$ cat src/rtl/bus_main_arb.sv
// rtl/bus_main_arb.sv - bmain bus arbiter between fe1 fetch engine and mem1 data stage
module bus_main_arb #(
  parameter bit RST_PRIO_MEM1 = 1'b1
) (
  input  logic        clk_core,
  input  logic        reset_n,
  input  logic        fe1_cvalid,
  input  logic [28:2] fe1_addr,
  input  logic        fe1_rready,
  input  logic        fe1_eack,
  output logic        bmain_cready_fe1,
  output logic        bmain_rvalid_fe1,
  output logic        bmain_error_fe1,
  input  logic        mem1_cvalid,
  input  logic        mem1_cmd,
  input  logic [28:2] mem1_addr,
  input  logic        mem1_rready,
  input  logic        mem1_wvalid,
  input  logic        mem1_wlast,
  input  logic [31:0] mem1_wdata,
  input  logic [3:0]  mem1_wmask,
  input  logic        mem1_eack,
  output logic        bmain_cready_mem1,
  output logic        bmain_rvalid_mem1,
  output logic        bmain_wready_mem1,
  output logic        bmain_error_mem1,
  output logic        bus_cvalid,
  output logic        bus_cmd,
  output logic [28:2] bus_addr,
  input  logic        bus_cready,
  input  logic        bus_rvalid,
  input  logic        bus_rlast,
  output logic        bus_rready,
  output logic        bus_wvalid,
  output logic        bus_wlast,
  output logic [31:0] bus_wdata,
  output logic [3:0]  bus_wmask,
  input  logic        bus_wready,
  input  logic        bus_error,
  output logic        bus_eack
);

  typedef enum logic [1:0] {IDLE, CMD, READ, WRITE} state_t;

  state_t state_q, state_d;
  logic   owner_q, owner_d;  // 1 = mem1, 0 = fe1
  logic   prio_q, prio_d;    // 1 = mem1 wins a tie

  logic grant_mem1, cur_owner, cmd_phase, cmd_hs;
  logic err_phase, err_done, r_route, w_route, rd_done, wr_done;

  always_ff @(posedge clk_core or negedge reset_n) begin
    if (!reset_n) begin
      state_q <= IDLE;
      owner_q <= 1'b0;
      prio_q  <= RST_PRIO_MEM1;
    end else begin
      state_q <= state_d;
      owner_q <= owner_d;
      prio_q  <= prio_d;
    end
  end

  always_comb begin
    state_d           = state_q;
    owner_d           = owner_q;
    prio_d            = prio_q;
    grant_mem1        = mem1_cvalid & (prio_q | ~fe1_cvalid);
    cur_owner         = (state_q == IDLE) ? grant_mem1 : owner_q;
    cmd_phase         = 1'b0;
    cmd_hs            = 1'b0;
    err_phase         = 1'b0;
    err_done          = 1'b0;
    r_route           = 1'b0;
    w_route           = 1'b0;
    rd_done           = 1'b0;
    wr_done           = 1'b0;
    bmain_cready_fe1  = 1'b0;
    bmain_rvalid_fe1  = 1'b0;
    bmain_error_fe1   = 1'b0;
    bmain_cready_mem1 = 1'b0;
    bmain_rvalid_mem1 = 1'b0;
    bmain_wready_mem1 = 1'b0;
    bmain_error_mem1  = 1'b0;
    bus_cvalid        = 1'b0;
    bus_cmd           = 1'b0;
    bus_addr          = '0;
    bus_rready        = 1'b0;
    bus_wvalid        = 1'b0;
    bus_wlast         = 1'b0;
    bus_wdata         = '0;
    bus_wmask         = '0;
    bus_eack          = 1'b0;

    // Outputs are gated by reset_n so they drop without waiting for a clock.
    if (reset_n) begin
      cmd_phase = ((state_q == IDLE) && (fe1_cvalid || mem1_cvalid)) || (state_q == CMD);
      if (cmd_phase) begin
        bus_cvalid        = cur_owner ? mem1_cvalid : fe1_cvalid;
        bus_cmd           = cur_owner ? mem1_cmd : 1'b1;
        bus_addr          = cur_owner ? mem1_addr : fe1_addr;
        bmain_cready_mem1 = cur_owner & bus_cready;
        bmain_cready_fe1  = ~cur_owner & bus_cready;
      end
      cmd_hs = bus_cvalid & bus_cready;

      err_phase = (state_q != IDLE);
      if (err_phase) begin
        bus_eack         = owner_q ? mem1_eack : fe1_eack;
        bmain_error_mem1 = owner_q & bus_error;
        bmain_error_fe1  = ~owner_q & bus_error;
      end
      err_done = err_phase & bus_error & bus_eack;

      // A write beat may ride along with the command handshake.
      r_route = (state_q == READ) & ~err_done;
      w_route = ((state_q == WRITE) | (cmd_hs & cur_owner & ~mem1_cmd)) & ~err_done;
      if (r_route) begin
        bus_rready        = owner_q ? mem1_rready : fe1_rready;
        bmain_rvalid_mem1 = owner_q & bus_rvalid;
        bmain_rvalid_fe1  = ~owner_q & bus_rvalid;
      end
      if (w_route) begin
        bus_wvalid        = mem1_wvalid;
        bus_wlast         = mem1_wlast;
        bus_wdata         = mem1_wdata;
        bus_wmask         = mem1_wmask;
        bmain_wready_mem1 = bus_wready;
      end
      rd_done = bus_rvalid & bus_rready & bus_rlast;
      wr_done = bus_wvalid & bus_wready & bus_wlast;

      case (state_q)
        IDLE, CMD: begin
          if (err_done) begin
            state_d = IDLE;
            prio_d  = ~owner_q;
          end else if (cmd_phase) begin
            owner_d = cur_owner;
            if (!cmd_hs) begin
              state_d = CMD;
            end else if (bus_cmd) begin
              state_d = READ;
            end else if (wr_done) begin
              state_d = IDLE;
              prio_d  = 1'b0;
            end else begin
              state_d = WRITE;
            end
          end
        end
        READ: begin
          if (err_done || rd_done) begin
            state_d = IDLE;
            prio_d  = ~owner_q;
          end
        end
        WRITE: begin
          if (err_done || wr_done) begin
            state_d = IDLE;
            prio_d  = ~owner_q;
          end
        end
        default: state_d = IDLE;
      endcase
    end
  end

endmodule

$ cat config.mk
export PLATFORM = sky130hd
export DESIGN_NAME = bus_main_arb
export DESIGN_NICKNAME = d
export VERILOG_FILES = /design/src/rtl/bus_main_arb.sv
export SDC_FILE = /design/constraint.sdc
export NUM_CORES = 1
export LEC_CHECK = 0
export CAP_MARGIN = 0
export CORE_MARGIN = 4
export CORE_UTILIZATION = 21
export DETAILED_ROUTE_END_ITERATION = 12
export GPL_TIMING_DRIVEN = 0
export PLACE_DENSITY = 0.8
export SLEW_MARGIN = 40
export SYNTH_ARGS = -nofsm -noshare
export SYNTH_HDL_FRONTEND = slang
export SYNTH_SLANG_ARGS = --single-unit
$ cat constraint.sdc
create_clock -name clk_core -period 1.9 [get_ports clk_core]
set_clock_uncertainty 0.2 [all_clocks]
set_input_delay 0.19 -clock clk_core [delete_from_list [all_inputs] [get_ports clk_core]]
set_output_delay 0.19 -clock clk_core [all_outputs]
set_load 0.02 [all_outputs]
==> flow_metrics.py, run 1 <==
metrics = {
    "run_status": {
        "outcome": "finished, violations left",
        "violations": "negative setup slack",
    },
    "die": {
        "placementRows": 27,
        "die_area_um2": 7059,
        "start_util_pct": 21.91,
        "dieWidth_um": 84.02,
        "io-pin-count": 182,
        "chipHeight_um": 84.02,
        "coreArea_um2": 5540,
    },
    "setup_path": {
        "worstSetupPathType": "register to primary output",
        "critPathCaptureType": "primary output",
        "crit-reg2reg-launch": "state_q[0]$_DFFE_PN0P_",
        "r2r_cells": 8,
        "arrival_ns": 2.15,
        "crit_required_ns": 1.51,
        "cp-startpoint": "owner_q$_DFFE_PN0P_",
        "rr_endpoint": "owner_q$_DFFE_PN0P_",
        "startpoint_type": "register",
        "worst-r2r-setup-slack_ns": -0.15,
        "crit_fanout": 10,
    },
    "sta": {
        "finalCriticalPeriod_ns": 2.537,
        "setup_violations": 79,
        "timing.slew.headroom_pct": 61.81,
        "worst_pin_slew_ns": 0.5728,
        "maxSlewViolCount": 0,
        "tns_ns": -37.34,
        "fmax_mhz": 394.2,
        "rsz0062_at_grt": "yes",
        "hold_violations": 0,
        "worst_slack_ns": -0.6366,
        "period_share_pct": 133.5,
    },
    "power": {
        "pwr_density_cell_nw_per_um2": 1282,
        "peakVddDrop_mv": 0.8770,
        "p_leak_nw": 1.951,
    },
    "clock_tree": {
        "clockBufferDepth": 2,
        "clk_latency_ns": 0.22,
        "tritoncts": "yes",
        "cts_buffers": 3,
        "path_clk_slew_ns": 0.03,
        "cts_max_level": 1,
        "clock-root-buffer": "clkbuf_8",
        "clock-sinks": 4,
    },
    "finish": {
        "nFillCells": 381,
        "final_area_um2": 4375,
        "nNetsFinal": 528,
        "drive_gt1_share_pct": 64.61,
        "area_growth_pct": 260.5,
        "diodes": 0,
    },
    "synthesis": {
        "ys_ff_latch": 4,
        "synth_nets": 305,
        "synth_area_leaders": "nand2_1, a21oi_1, and2_1",
        "synth_edf_count": 0,
        "synth-seq-area-share_pct": 8.351,
        "synth_top_area_share_pct": 19.48,
        "syn_inst": 199,
        "synth_top_area_cell": "nand2_1",
        "synth.most_common_cell": "nand2_1",
        "async_flop_share_pct": 100.0,
        "synth_commonest_cells": "nand2_1, a21oi_1, and2_1, and2_4, and2_2",
        "avgSynthCellArea_um2": 6.099,
        "ys.flop_type": "dfrtp_1",
        "synth_area_um2": 1214,
        "ys_types": 42,
        "yosys_warnings": 0,
    },
    "grt": {
        "grt_pass1_vias": 2438,
        "grt_pass1_wl_um": 11780,
        "grt_max_degree": 11,
        "antenna_found_initial": 0,
        "grt_overflow": 0,
        "track_usage_pct": 20.03,
    },
    "route": {
        "avgViaCountPerCell": 4.657,
        "final_antenna_net_count": 0,
        "dr.pass1.iters": 4,
        "drc": 0,
        "vias": 2296,
        "routedWlPerCell_um": 16.28,
        "drt_iter0_drc": 54,
        "routed_wl_um": 8024,
    },
    "placement": {
        "globalplace.congestion": 0.7980,
        "hpwl_um": 5626,
        "numPortBuffers": 181,
        "dpl_cell_area_um2": 3571,
    },
    "worst_hold_path": {
        "hold_path.class": "primary input to async pin",
    },
    "job": {
        "cap_violations": 0,
    },
}
==> per-layer routing <==
layer | wire length, um | global-route usage, % | vias to the layer above
li1 | - | - | 1114
met1 | 2748 | 19.48 | 1057
met2 | 4467 | 41.61 | 115
met3 | 720 | 6.417 | 10
met4 | 87 | 1.462 | 0
met5 | 0 | 0 | -
==> how the worst max path moves through the flow <==
| stage | end |
|---|---|
| floorplan | bus_wdata[10] |
| global placement | bus_wdata[6] |
| detailed placement | bus_wdata[6] |
| CTS | bus_wdata[2] |
| global route | bus_wdata[2] |
| finish | bus_wdata[7] |
==> cell usage in the layout (no fill, tap or decap), types with 2 or more instances in the layout <==
cell               n
buf_12             3
nor2_1             3
nand2_2           22
o211ai_1           2
a21oi_4           19
o21ai_4            3
nor3_4             2
a21oi_2            9
and3_1             3
buf_8              5
mux2i_1            2
nand2_1           15
dfrtp_2            2
dlygate4sd2_1      3
clkbuf_16          2
and2_4            30
inv_1              4
buf_2              4
buf_4             25
clkdlybuf4s50_1  102
clkbuf_8           6
buf_6             82
and2_2             9
nand2_4           26
==> area by class of cell <==
type | count | area (um^2) | share of cell area [%]
Sequential cell | 4 | 103.9 | 2.373
Clock buffer | 4 | 45.04 | 1.029
Inverter | 4 | 15.01 | 0.3432
Buffer | 14 | 198.9 | 4.547
Multi-Input combinational cell | 176 | 1667 | 38.09
Timing Repair Buffer | 219 | 2256 | 51.56
Tap cell | 72 | 90.09 | 2.059
==> worst max-delay path, stage by stage (launching register included) <==
cell and delay (ns):
dfrtp_1 0.38, buf_6 0.14, mux2_4 0.32, a311oi_1 0.33, o21a_2 0.26, buf_6 0.13, buf_8 0.12, and2_4 0.14
buf_6 0.11
==> sequential cells by signal (all words and copies together), names as in the netlist <==
name / cells
state_q: 2
owner_q: 1
prio_q: 1
==> where the power goes <==
group / switching, W / total (W) / internal (W)
clock network: 0.0000470 / 0.000191 / 0.000144
logic: 0.00250 / 0.00523 / 0.00273
registers: 0.0000509 / 0.000188 / 0.000137
total: 0.00259 / 0.00561 / 0.00301
==> metrics by stage <==
stage / power, W / hold slack (ns) / worst slack, ns / util (%) / std cells
final: 0.005607 / 0.1021 / -0.6366 / 78.97 / 493
after floorplan: 0.002497 / -0.3056 / -0.1605 / - / 199
after global placement: 0.003598 / 0.3013 / -1.091 / 64.45 / 452
after detailed placement: 0.003653 / 0.3048 / -1.126 / 64.45 / 452
after global routing: 0.005886 / 0.1166 / -0.7084 / 78.97 / 493
after CTS: 0.004869 / 0.06313 / -0.5853 / 73.22 / 484
==> cell families (layout without fill, tap and decap cells) <==
kind of cell | count (synthesis) | in the layout | share of synthesized area, %
simple gates | 122 | 122 | 52.27
compound gates | 49 | 49 | 25.36
buf+inv | 19 | 241 | 9.690
mux | 5 | 5 | 4.330
flops | 4 | 4 | 8.351
==> timing repair <==
item	CTS	global route
endpoints found under the setup margin	78	80
hold buffers	1	0
pin swaps	17	30
buffers inserted	24	12
resized for setup	485	74
gates cloned	3	2
hold endpoints to repair	3	0
Power figures use the tool's default switching activity.
==> run 2: changes to the inputs <==
--- a/config.mk
+++ b/config.mk
@@ -6,11 +6,11 @@
 export NUM_CORES = 1
 export LEC_CHECK = 0
 export CAP_MARGIN = 0
-export CORE_MARGIN = 4
 export CORE_UTILIZATION = 21
 export DETAILED_ROUTE_END_ITERATION = 12
 export GPL_TIMING_DRIVEN = 0
 export PLACE_DENSITY = 0.8
+export RECOVER_POWER = 100
 export SLEW_MARGIN = 40
 export SYNTH_ARGS = -nofsm -noshare
 export SYNTH_HDL_FRONTEND = slang
==> run 2 against run 1 <==
Effect of this change:
- the run still ends with negative setup slack left
- critical path depth grew 2
- clock-buffer cell count is the same
- non-clock buffer count shrank 3
- sequential share of layout area grew 0.092 points
- wire length shrank 7.1%
- cell count shrank 0.61%
- combinational power shrank 6.9%
==> flow_metrics.py, run 2 (synthesized netlist as in run 1, its figures left out) <==
metrics = {
    "setup_path": {
        "worst-r2r-setup-slack_ns": -0.47,
        "critPathSlowestCell": "dfrtp_2",
        "crit_required_ns": 1.51,
        "critPathCaptureType": "primary output",
        "critPathTopFamily": "buffers and inverters",
        "cp-startpoint": "state_q[1]$_DFFE_PN0P_",
        "max_stage_delay_ns": 0.44,
        "path_buf_inv": 6,
        "crit_chain": "or2_0 -> buf_6 -> buf_4 -> buf_4 -> o21ai_4 -> buf_6 -> buf_6 -> nand2_2 -> a21oi_2 -> buf_6",
        "rr_endpoint": "owner_q$_DFFE_PN0P_",
        "startpoint_type": "register",
        "r2r_cells": 11,
        "crit_top_cell": "buf_6",
        "arrival_ns": 2.13,
        "crit_fanout": 6,
        "worstSetupPathType": "register to primary output",
        "crit-reg2reg-launch": "state_q[1]$_DFFE_PN0P_",
    },
    "clock_tree": {
        "clock-sinks": 4,
        "cts_max_level": 1,
        "clockBufferDepth": 2,
        "clock-root-buffer": "clkbuf_8",
        "clk_latency_ns": 0.22,
        "tritoncts": "yes",
        "path_clk_slew_ns": 0.03,
        "cts_buffers": 3,
    },
    "finish": {
        "reg_top3": "state_q x2, owner_q x1, prio_q x1",
        "area_growth_pct": 247.1,
        "regMostFlops": "state_q",
        "multi_input_area_um2": 1627,
        "largest_reg_flops": 2,
        "nFillCells": 406,
        "drive_gt1_share_pct": 60.77,
        "seq_area_um2": 103.9,
        "final_cells": 490,
        "nNetsFinal": 525,
        "final_common_cell": "clkdlybuf4s50_1",
        "final_cell_mix": "clkdlybuf4s50_1, buf_6, and2_4",
        "diodes": 0,
    },
    "die": {
        "placementRows": 27,
        "chipHeight_um": 78.02,
        "start_util_pct": 21.91,
        "die_area_um2": 6087,
        "coreArea_um2": 5540,
        "io-pin-count": 182,
        "dieWidth_um": 78.02,
    },
    "sta": {
        "finalCriticalPeriod_ns": 2.521,
        "worst_slack_ns": -0.6207,
        "maxSlewViolCount": 0,
        "rsz0062_at_grt": "yes",
        "hold_violations": 0,
        "fin_hold_ws_ns": 0.07771,
        "timing.slew.headroom_pct": 62.67,
        "setup_violations": 79,
        "period_share_pct": 132.7,
        "worst_pin_slew_ns": 0.5600,
        "fmax_mhz": 396.7,
    },
    "grt": {
        "track_usage_pct": 22.37,
        "grt_pass1_wl_um": 10950,
        "grt_max_degree": 11,
        "grt_pass1_vias": 2402,
        "antenna_found_initial": 0,
        "grt_overflow": 0,
    },
    "route": {
        "routedWlPerCell_um": 15.21,
        "vias": 2303,
        "routed_wl_um": 7452,
        "drc": 0,
        "final_antenna_net_count": 0,
        "dr.pass1.iters": 4,
        "avgViaCountPerCell": 4.700,
        "drt_iter0_drc": 54,
    },
    "placement": {
        "numPortBuffers": 181,
        "place_inst": 452,
        "globalplace.congestion": 0.7470,
        "hpwl_um": 5029,
    },
    "job": {
        "cap_violations": 0,
    },
    "power": {
        "peakVddDrop_mv": 0.7225,
        "p_leak_nw": 1.892,
        "pwr_density_cell_nw_per_um2": 1246,
    },
    "run_status": {
        "violations": "negative setup slack",
        "outcome": "finished, violations left",
    },
    "worst_hold_path": {
        "hold_path.class": "primary input to async pin",
    },
}
-- run 2: cell count changes in the layout (fill, tap and decap cells not counted), sizes merged --
| cell | before | now |
|---|---|---|
| clkbuf | 11 | 12 |
| buf | 120 | 116 |
| clkdlybuf4s50 | 102 | 101 |
| dlymetal6s2s | 0 | 1 |
-- run 2: per-stage QoR --
stage	cell area, um^2	setup slack [ns]	util (%)	TNS [ns]	power [W]
floorplan	1669	-0.1605	-	-5.568	0.002497
global route	4213	-0.7146	76.04	-45.62	0.005541
CTS	3956	-0.6103	71.41	-37.59	0.004668
global placement	3571	-1.072	64.45	-70.81	0.003591
detailed placement	3571	-1.105	64.45	-72.29	0.003642
finish	4213	-0.6207	76.04	-40.25	0.005251
-- run 2: cell type report --
type / instances / area share, %
clock buffers: 4 / 1.069
well taps: 72 / 2.138
flip-flops and latches: 4 / 2.465
repair buffers: 217 / 51.20
plain buffers: 13 / 4.158
inverters: 4 / 0.3564
multi-input cells: 176 / 38.61
-- run 2: repair_timing --
action                                  in CTS  in global routing
endpoints found under the setup margin      78                 79
gates cloned                                 5                  1
pin swaps                                   17                 21
resized for setup                          463                 53
endpoints found under the hold margin        3                  0
hold buffers                                 1                  0
buffers inserted                            19                 10
-- run 2: worst reg2reg max path: stages (launching register included) --
cell      delay (ns)
dfrtp_2         0.44
or2_0           0.25
buf_6           0.14
buf_4           0.13
buf_4           0.12
buf_6           0.11
buf_6           0.11
buf_6           0.11
o31a_4          0.28
o21ai_4         0.07
nand2b_4        0.16
mux2i_1         0.18
-- run 2: worst max path at each step --
stage	cells after the start	slack, ns	to
after global placement	9	-1.07	bus_wdata[8]
after floorplan	9	-0.16	bus_wdata[10]
after global routing	10	-0.71	bus_addr[7]
after detailed placement	9	-1.11	bus_wdata[2]
after CTS	10	-0.61	bus_wdata[8]
final	10	-0.62	bus_addr[7]
-- run 2: power breakdown --
group / switching (W) / leakage (nW) / total (W) / internal, W
Clock: 0.0000485 / 0.0228 / 0.000192 / 0.000144
Sequential: 0.0000533 / 0.0455 / 0.000190 / 0.000137
Combinational: 0.00237 / 1.82 / 0.00487 / 0.00250
Total: 0.00247 / 1.89 / 0.00525 / 0.00278
-- run 2: per-layer routing --
metal | global-route usage, % | routed length [um] | share of wire, %
met3 | 5.000 | 563 | 7.6
met4 | 2.778 | 58 | 0.78
met2 | 48.23 | 4251 | 57
met1 | 21.49 | 2579 | 35
met5 | 0 | 0 | 0
